==> config.mk <==
export PLATFORM = sky130hd
export DESIGN_NAME = icache_fill
export DESIGN_NICKNAME = d
export VERILOG_FILES = /design/src/rtl/icache_fill.sv
export SDC_FILE = /design/constraint.sdc
export NUM_CORES = 1
export LEC_CHECK = 0
export ABC_AREA = 0
export BUFFER_PORTS_ARGS = -buffer_cell sky130_fd_sc_hd__buf_2
export CORE_MARGIN = 8
export CORE_UTILIZATION = 40
export CTS_BUF_LIST = sky130_fd_sc_hd__clkbuf_4 sky130_fd_sc_hd__clkbuf_8
export DETAILED_ROUTE_END_ITERATION = 8
export PLACE_DENSITY = 0.84
export SLEW_MARGIN = 20
export SYNTH_ARGS = -nofsm -noshare
export SYNTH_HDL_FRONTEND = slang
export SYNTH_SLANG_ARGS = --single-unit
==> constraint.sdc <==
create_clock -name clk -period 2.47 [get_ports clk]
set_input_delay 0.1235 -clock clk [delete_from_list [all_inputs] [get_ports clk]]
set_output_delay 0.1235 -clock clk [all_outputs]
set_load 0.02 [all_outputs]
==> src/rtl/icache_fill.sv <==
// Line-fill engine for the direct-mapped instruction cache: invalidate, burst-read, write words, commit tag.
// Optional critical-word-first ordering is enabled by defining ICACHE_FILL_CWF_EN.
module icache_fill #(
  parameter int INDEX_BITS = 4,
  parameter int WORD_BITS  = 4
) (
  input  logic                              clk,
  input  logic                              rst,
  input  logic                              miss_req,
  input  logic [31:0]                       miss_addr,
  output logic                              bus_req,
  output logic [31:0]                       bus_addr,
  input  logic                              bus_ack,
  input  logic                              bus_rvalid,
  input  logic [31:0]                       bus_rdata,
  output logic                              fill_we,
  output logic [INDEX_BITS-1:0]             fill_idx,
  output logic [WORD_BITS-1:0]              fill_word,
  output logic [31:0]                       fill_data,
  output logic                              tag_we,
  output logic [29-INDEX_BITS-WORD_BITS:0]  tag_data,
  output logic                              valid_data,
  output logic                              busy
);

  typedef enum logic [2:0] {
    IDLE,
    INVAL,
    REQ,
    DATA,
    COMMIT
  } state_e;

  state_e                             state_q, state_d;
  logic [INDEX_BITS-1:0]              idx_q, idx_d;
  logic [29-INDEX_BITS-WORD_BITS:0]   tag_q, tag_d;
  logic [WORD_BITS-1:0]               startWord_q, startWord_d;
  logic [31:0]                        busAddr_q, busAddr_d;
  logic [WORD_BITS:0]                 beatCnt_q, beatCnt_d;
  logic                               fillWe_q, fillWe_d;
  logic [WORD_BITS-1:0]               fillWord_q, fillWord_d;
  logic [31:0]                        fillData_q, fillData_d;

  logic unused_addrBits;
  assign unused_addrBits = ^miss_addr[WORD_BITS+1:0];

  always_ff @(posedge clk) begin
    if (rst) begin
      state_q     <= IDLE;
      idx_q       <= '0;
      tag_q       <= '0;
      startWord_q <= '0;
      busAddr_q   <= '0;
      beatCnt_q   <= '0;
      fillWe_q    <= 1'b0;
      fillWord_q  <= '0;
      fillData_q  <= '0;
    end else begin
      state_q     <= state_d;
      idx_q       <= idx_d;
      tag_q       <= tag_d;
      startWord_q <= startWord_d;
      busAddr_q   <= busAddr_d;
      beatCnt_q   <= beatCnt_d;
      fillWe_q    <= fillWe_d;
      fillWord_q  <= fillWord_d;
      fillData_q  <= fillData_d;
    end
  end

  // beatCnt_q reaching 2^WORD_BITS means every beat has been captured; the
  // final registered write is on the outputs in that same cycle.
  always_comb begin
    state_d     = state_q;
    idx_d       = idx_q;
    tag_d       = tag_q;
    startWord_d = startWord_q;
    busAddr_d   = busAddr_q;
    beatCnt_d   = beatCnt_q;
    fillWe_d    = 1'b0;
    fillWord_d  = fillWord_q;
    fillData_d  = fillData_q;
    bus_req     = 1'b0;
    tag_we      = 1'b0;
    valid_data  = 1'b0;

    case (state_q)
      IDLE: begin
        if (miss_req) begin
          idx_d     = miss_addr[WORD_BITS+INDEX_BITS+1:WORD_BITS+2];
          tag_d     = miss_addr[31:WORD_BITS+INDEX_BITS+2];
          beatCnt_d = '0;
`ifdef ICACHE_FILL_CWF_EN
          startWord_d = miss_addr[WORD_BITS+1:2];
          busAddr_d   = {miss_addr[31:2], 2'b00};
`else
          startWord_d = '0;
          busAddr_d   = {miss_addr[31:WORD_BITS+2], {(WORD_BITS+2){1'b0}}};
`endif
          state_d = INVAL;
        end
      end
      INVAL: begin
        tag_we  = 1'b1;
        state_d = REQ;
      end
      REQ: begin
        bus_req = 1'b1;
        if (bus_ack) begin
          state_d = DATA;
        end
      end
      DATA: begin
        if (beatCnt_q[WORD_BITS]) begin
          state_d = COMMIT;
        end else if (bus_rvalid) begin
          fillWe_d   = 1'b1;
          fillWord_d = startWord_q + beatCnt_q[WORD_BITS-1:0];
          fillData_d = bus_rdata;
          beatCnt_d  = beatCnt_q + (WORD_BITS+1)'(1);
        end
      end
      COMMIT: begin
        tag_we     = 1'b1;
        valid_data = 1'b1;
        state_d    = IDLE;
      end
      default: begin
        state_d = IDLE;
      end
    endcase
  end

  assign busy      = (state_q != IDLE);
  assign bus_addr  = (state_q == REQ) ? busAddr_q : '0;
  assign fill_we   = fillWe_q;
  assign fill_idx  = idx_q;
  assign fill_word = fillWord_q;
  assign fill_data = fillData_q;
  assign tag_data  = tag_q;

endmodule

==> summary.md <==
| Metric | Value |
|---|---|
| Fillers | `682` |
| Final TNS setup | `0 ns` |
| Total track usage | `16.62%` |
| Post-DR wirelength/cell | `14.96 µm` |
| Maximum VDD drop | `0.5401 mV` |
| Final GP Congestion | `0.8270` |
| Register area share after synthesis | `47.49%` |
| Top-area cell type share of the netlist area | `47.49%` |
| Initial antenna violation count | `0` |
| Post-route ant nets | `0` |
| Max Clock Freq | `523.4 MHz` |
| Chip width | `102.5 µm` |
| Internal power | `2.000 mW` |
| Slew @ Worst Pin | `0.9068 ns` |
| Drt initial violations | `116` |
| Antenna diodes | `0` |
| Drt pass-1 iters | `4` |
| Max layer used | `met4` |
| Worst path depth | `4` |
| Switching Fraction | `24.77%` |
| Sink Count | `71` |
| Worst EP required | `2.73 ns` |
| Via count | `3115` |
| Pin count of the biggest net entering global routing | `49` |
| Clock-pin slew of the registers on the worst-case setup and hold paths | `0.07 ns` |
| Grt total ovfl | `0` |
| Total CTS buffers | `9` |
| Period minus WS final | `1.910 ns` |
| Core area | `0.007253 mm²` |
| CP Data Arrival Time | `2.17 ns` |
| IO Count | `168` |
| Gate power share | `12.2%` |
| Die height | `102.5 µm` |
| Critical path buffers and inverters | `1` |
| Vias in the first global route | `2921` |
| Routed met2 length | `4152 µm` |
| Number of library cell types mapped by synthesis | `36` |
| RSZ-0062 raised after global routing | `no` |
| Post-synthesis instance total | `367` |
| Tightest Hold Check Type | `input port to flip-flop` |
| Wl on met1 | `3615 µm` |
| DRC Markers | `0` |
| Hold depth | `3` |
| Longest Clk Path Bufs | `2` |
| Final Max Tran Viols | `0` |
| CP top delay family | `flip-flops` |
| Core Rows | `31` |
| Area grow syn2layout | `34.53%` |
| Mapped Area | `0.002993 mm²` |
| Power Total | `2.659 mW` |
| Slew headroom | `39.54%` |
| Status | `finished clean` |
| Met3 wire len | `1314 µm` |
| Final Cycle Share | `77.35%` |
| Net switching power | `0.6588 mW` |
| Worst Reg-to-Reg Cells | `4` |
| Clock share of power | `41.9%` |
| Die area | `0.01051 mm²` |
| Hold slack | `0.02794 ns` |
| Critical Path Max Stage Delay | `0.66 ns` |
| Top cells by area, synth | `dfxtp_1, a21oi_1, nand2_1` |
| #FFs+latches synth | `71` |
| Largest area contributor in the netlist | `dfxtp_1` |
| Total Wirelength | `9185 µm` |
| Count of final hold-check violations | `0` |
| Final Skew | `0.007689 ns` |
| Crit end category | `flip-flop` |
| Leak | `1.881 nW` |
| Postcts setup bufs | `0` |
| Via/cell ratio | `5.073` |
| Crit Path Max Fanout | `26` |
| P per Cell Area | `660.5 mW/mm²` |
| Clock tree from TritonCTS | `done` |
| Root buffer cell | `clkbuf_8` |
| Crit-path cells | `and4b_1 -> buf_4 -> nand3_1 -> a21oi_1` |
| Max Cap Violations | `0` |
| I/O Buffers | `155` |
| First-pass GRT wire length | `13790 µm` |
| # H-tree levels | `3` |
| Post-DP HPWL | `6682 µm` |
| Ratio of cells with drive above 1 in the final layout | `35.53%` |
| Sequential Power Share | `45.9%` |
| Crit Path Class | `flip-flop to flip-flop` |
| Crit-path slowest cell | `dfxtp_1` |
| Avg Synthesized Cell Area | `8.155 µm²` |
| Yosys warning count | `0` |
| CP startpoint kind | `flip-flop` |
| Clk Latency, worst-skew pair | `0.33 ns` |
| Nets@finish | `580` |
| Final setup viols | `0` |
| Initial Utilization | `41.26%` |
synth_stat cells (all sizes together):
master,instances
nand3,36
nand2,55
o32ai,1
or4,1
and3,1
ha,1
o21ai,39
conb,1
nand4b,2
buf,20
or3b,1
dfxtp,71
nor4b,1
o221ai,1
nand2b,3
o211ai,1
nor3b,4
nor2b,2
inv,2
clkbuf,20
nor2,4
a211oi,1
and2,26
or4b,1
a21boi,1
nand4,1
and4b,1
xnor2,1
a21oi,65
a31oi,1
or3,1
and4,1
per-layer routing:
layer | vias to the layer above | GRT usage [%]
li1 | 1527 | -
met1 | 1421 | 17.62
met2 | 158 | 27.87
met3 | 9 | 7.968
met4 | 0 | 6.546
met5 | - | 0
per-stage QoR:
step	std cells	setup WS, ns	utilization, %	instance area (µm²)
3_5_place_dp	594	0.5861	51.58	3741
2_1_floorplan	372	0.9594	-	3012
6_report	614	0.5596	55.51	4026
4_1_cts	614	0.5664	55.51	4026
3_3_place_gp	594	0.6256	51.58	3741
5_1_grt	614	0.4210	55.51	4026
worst min-delay path: stages:
cell,delay [ns]
buf_2,0.09
nand2_1,0.05
a21oi_1,0.05
kinds of logic after synthesis:
kind of cell	count (synthesis)	synth area share, %
simple gates	141	24.79
compound gates	110	18.94
flops	71	47.49
buf+inv	42	7.943
xor+xnor	1	0.2927
fa+ha+maj	1	0.4180
other cells	1	0.1253
power groups by stage:
stage	registers [mW]	clock network (mW)	logic (mW)
3_3_place_gp	1.24	0	0.314
5_1_grt	1.23	1.18	0.353
2_1_floorplan	1.28	0	0.177
3_5_place_dp	1.25	0	0.319
4_1_cts	1.22	1.15	0.325
6_report	1.22	1.11	0.324
cell type report:
cell class / instances / area (µm²) / share of cell area [%]
Clock buffer: 10 / 137.6 / 3.418
Clock inverter: 6 / 107.6 / 2.672
Inverter: 2 / 7.507 / 0.1865
Multi-Input combinational cell: 259 / 1353 / 33.59
Sequential cell: 71 / 1421 / 35.30
Tap cell: 99 / 123.9 / 3.076
Timing Repair Buffer: 167 / 875.8 / 21.75
registers in the layout, summed over array words and instances, names as in the netlist:
signal     cells
beatCnt_q      5
busAddr_q      2
fill_data     32
fill_idx       3
fill_we        1
fill_word      4
state_q        3
tag_data      21
path summary, 6_finish.rpt:
kind / start / to / slack, ns
max reg2reg: state_q[0] / fill_data[17] / 0.56
min: miss_addr[30] / tag_data[20] / 0.03
max: state_q[0] / fill_data[17] / 0.56
min reg2reg: tag_data[20] / tag_data[20] / 0.46
what timing repair did:
| action | in CTS | in global routing |
|---|---|---|
| hold buffers | 4 | 0 |
| hold endpoints to repair | 4 | 0 |
| gates resized for setup | 0 | 0 |
cell usage in the layout (no fill, tap or decap):
cell type / count
ha_1: 1
o21ai_0: 39
inv_1: 2
or4b_1: 1
a211oi_1: 1
or3_1: 1
nand2_1: 55
clkinv_2: 2
o221ai_1: 1
conb_1: 6
o32ai_1: 1
nor3b_2: 1
a21boi_0: 1
dlygate4sd3_1: 4
nand2b_1: 3
and3_1: 1
o211ai_1: 1
nand4b_1: 1
a21oi_1: 65
or3b_2: 1
dfxtp_1: 71
nor4b_4: 1
nor2b_1: 2
clkbuf_8: 10
and2_1: 26
nand3_1: 36
bufinv_16: 3
nand4_1: 1
nor2_1: 4
nor3b_1: 3
nand4b_2: 1
a31oi_1: 1
clkinvlp_4: 1
and4_1: 1
xnor2_1: 1
or4_1: 1
buf_2: 155
and4b_1: 1
buf_4: 8
(Power assumes the default switching activity.)
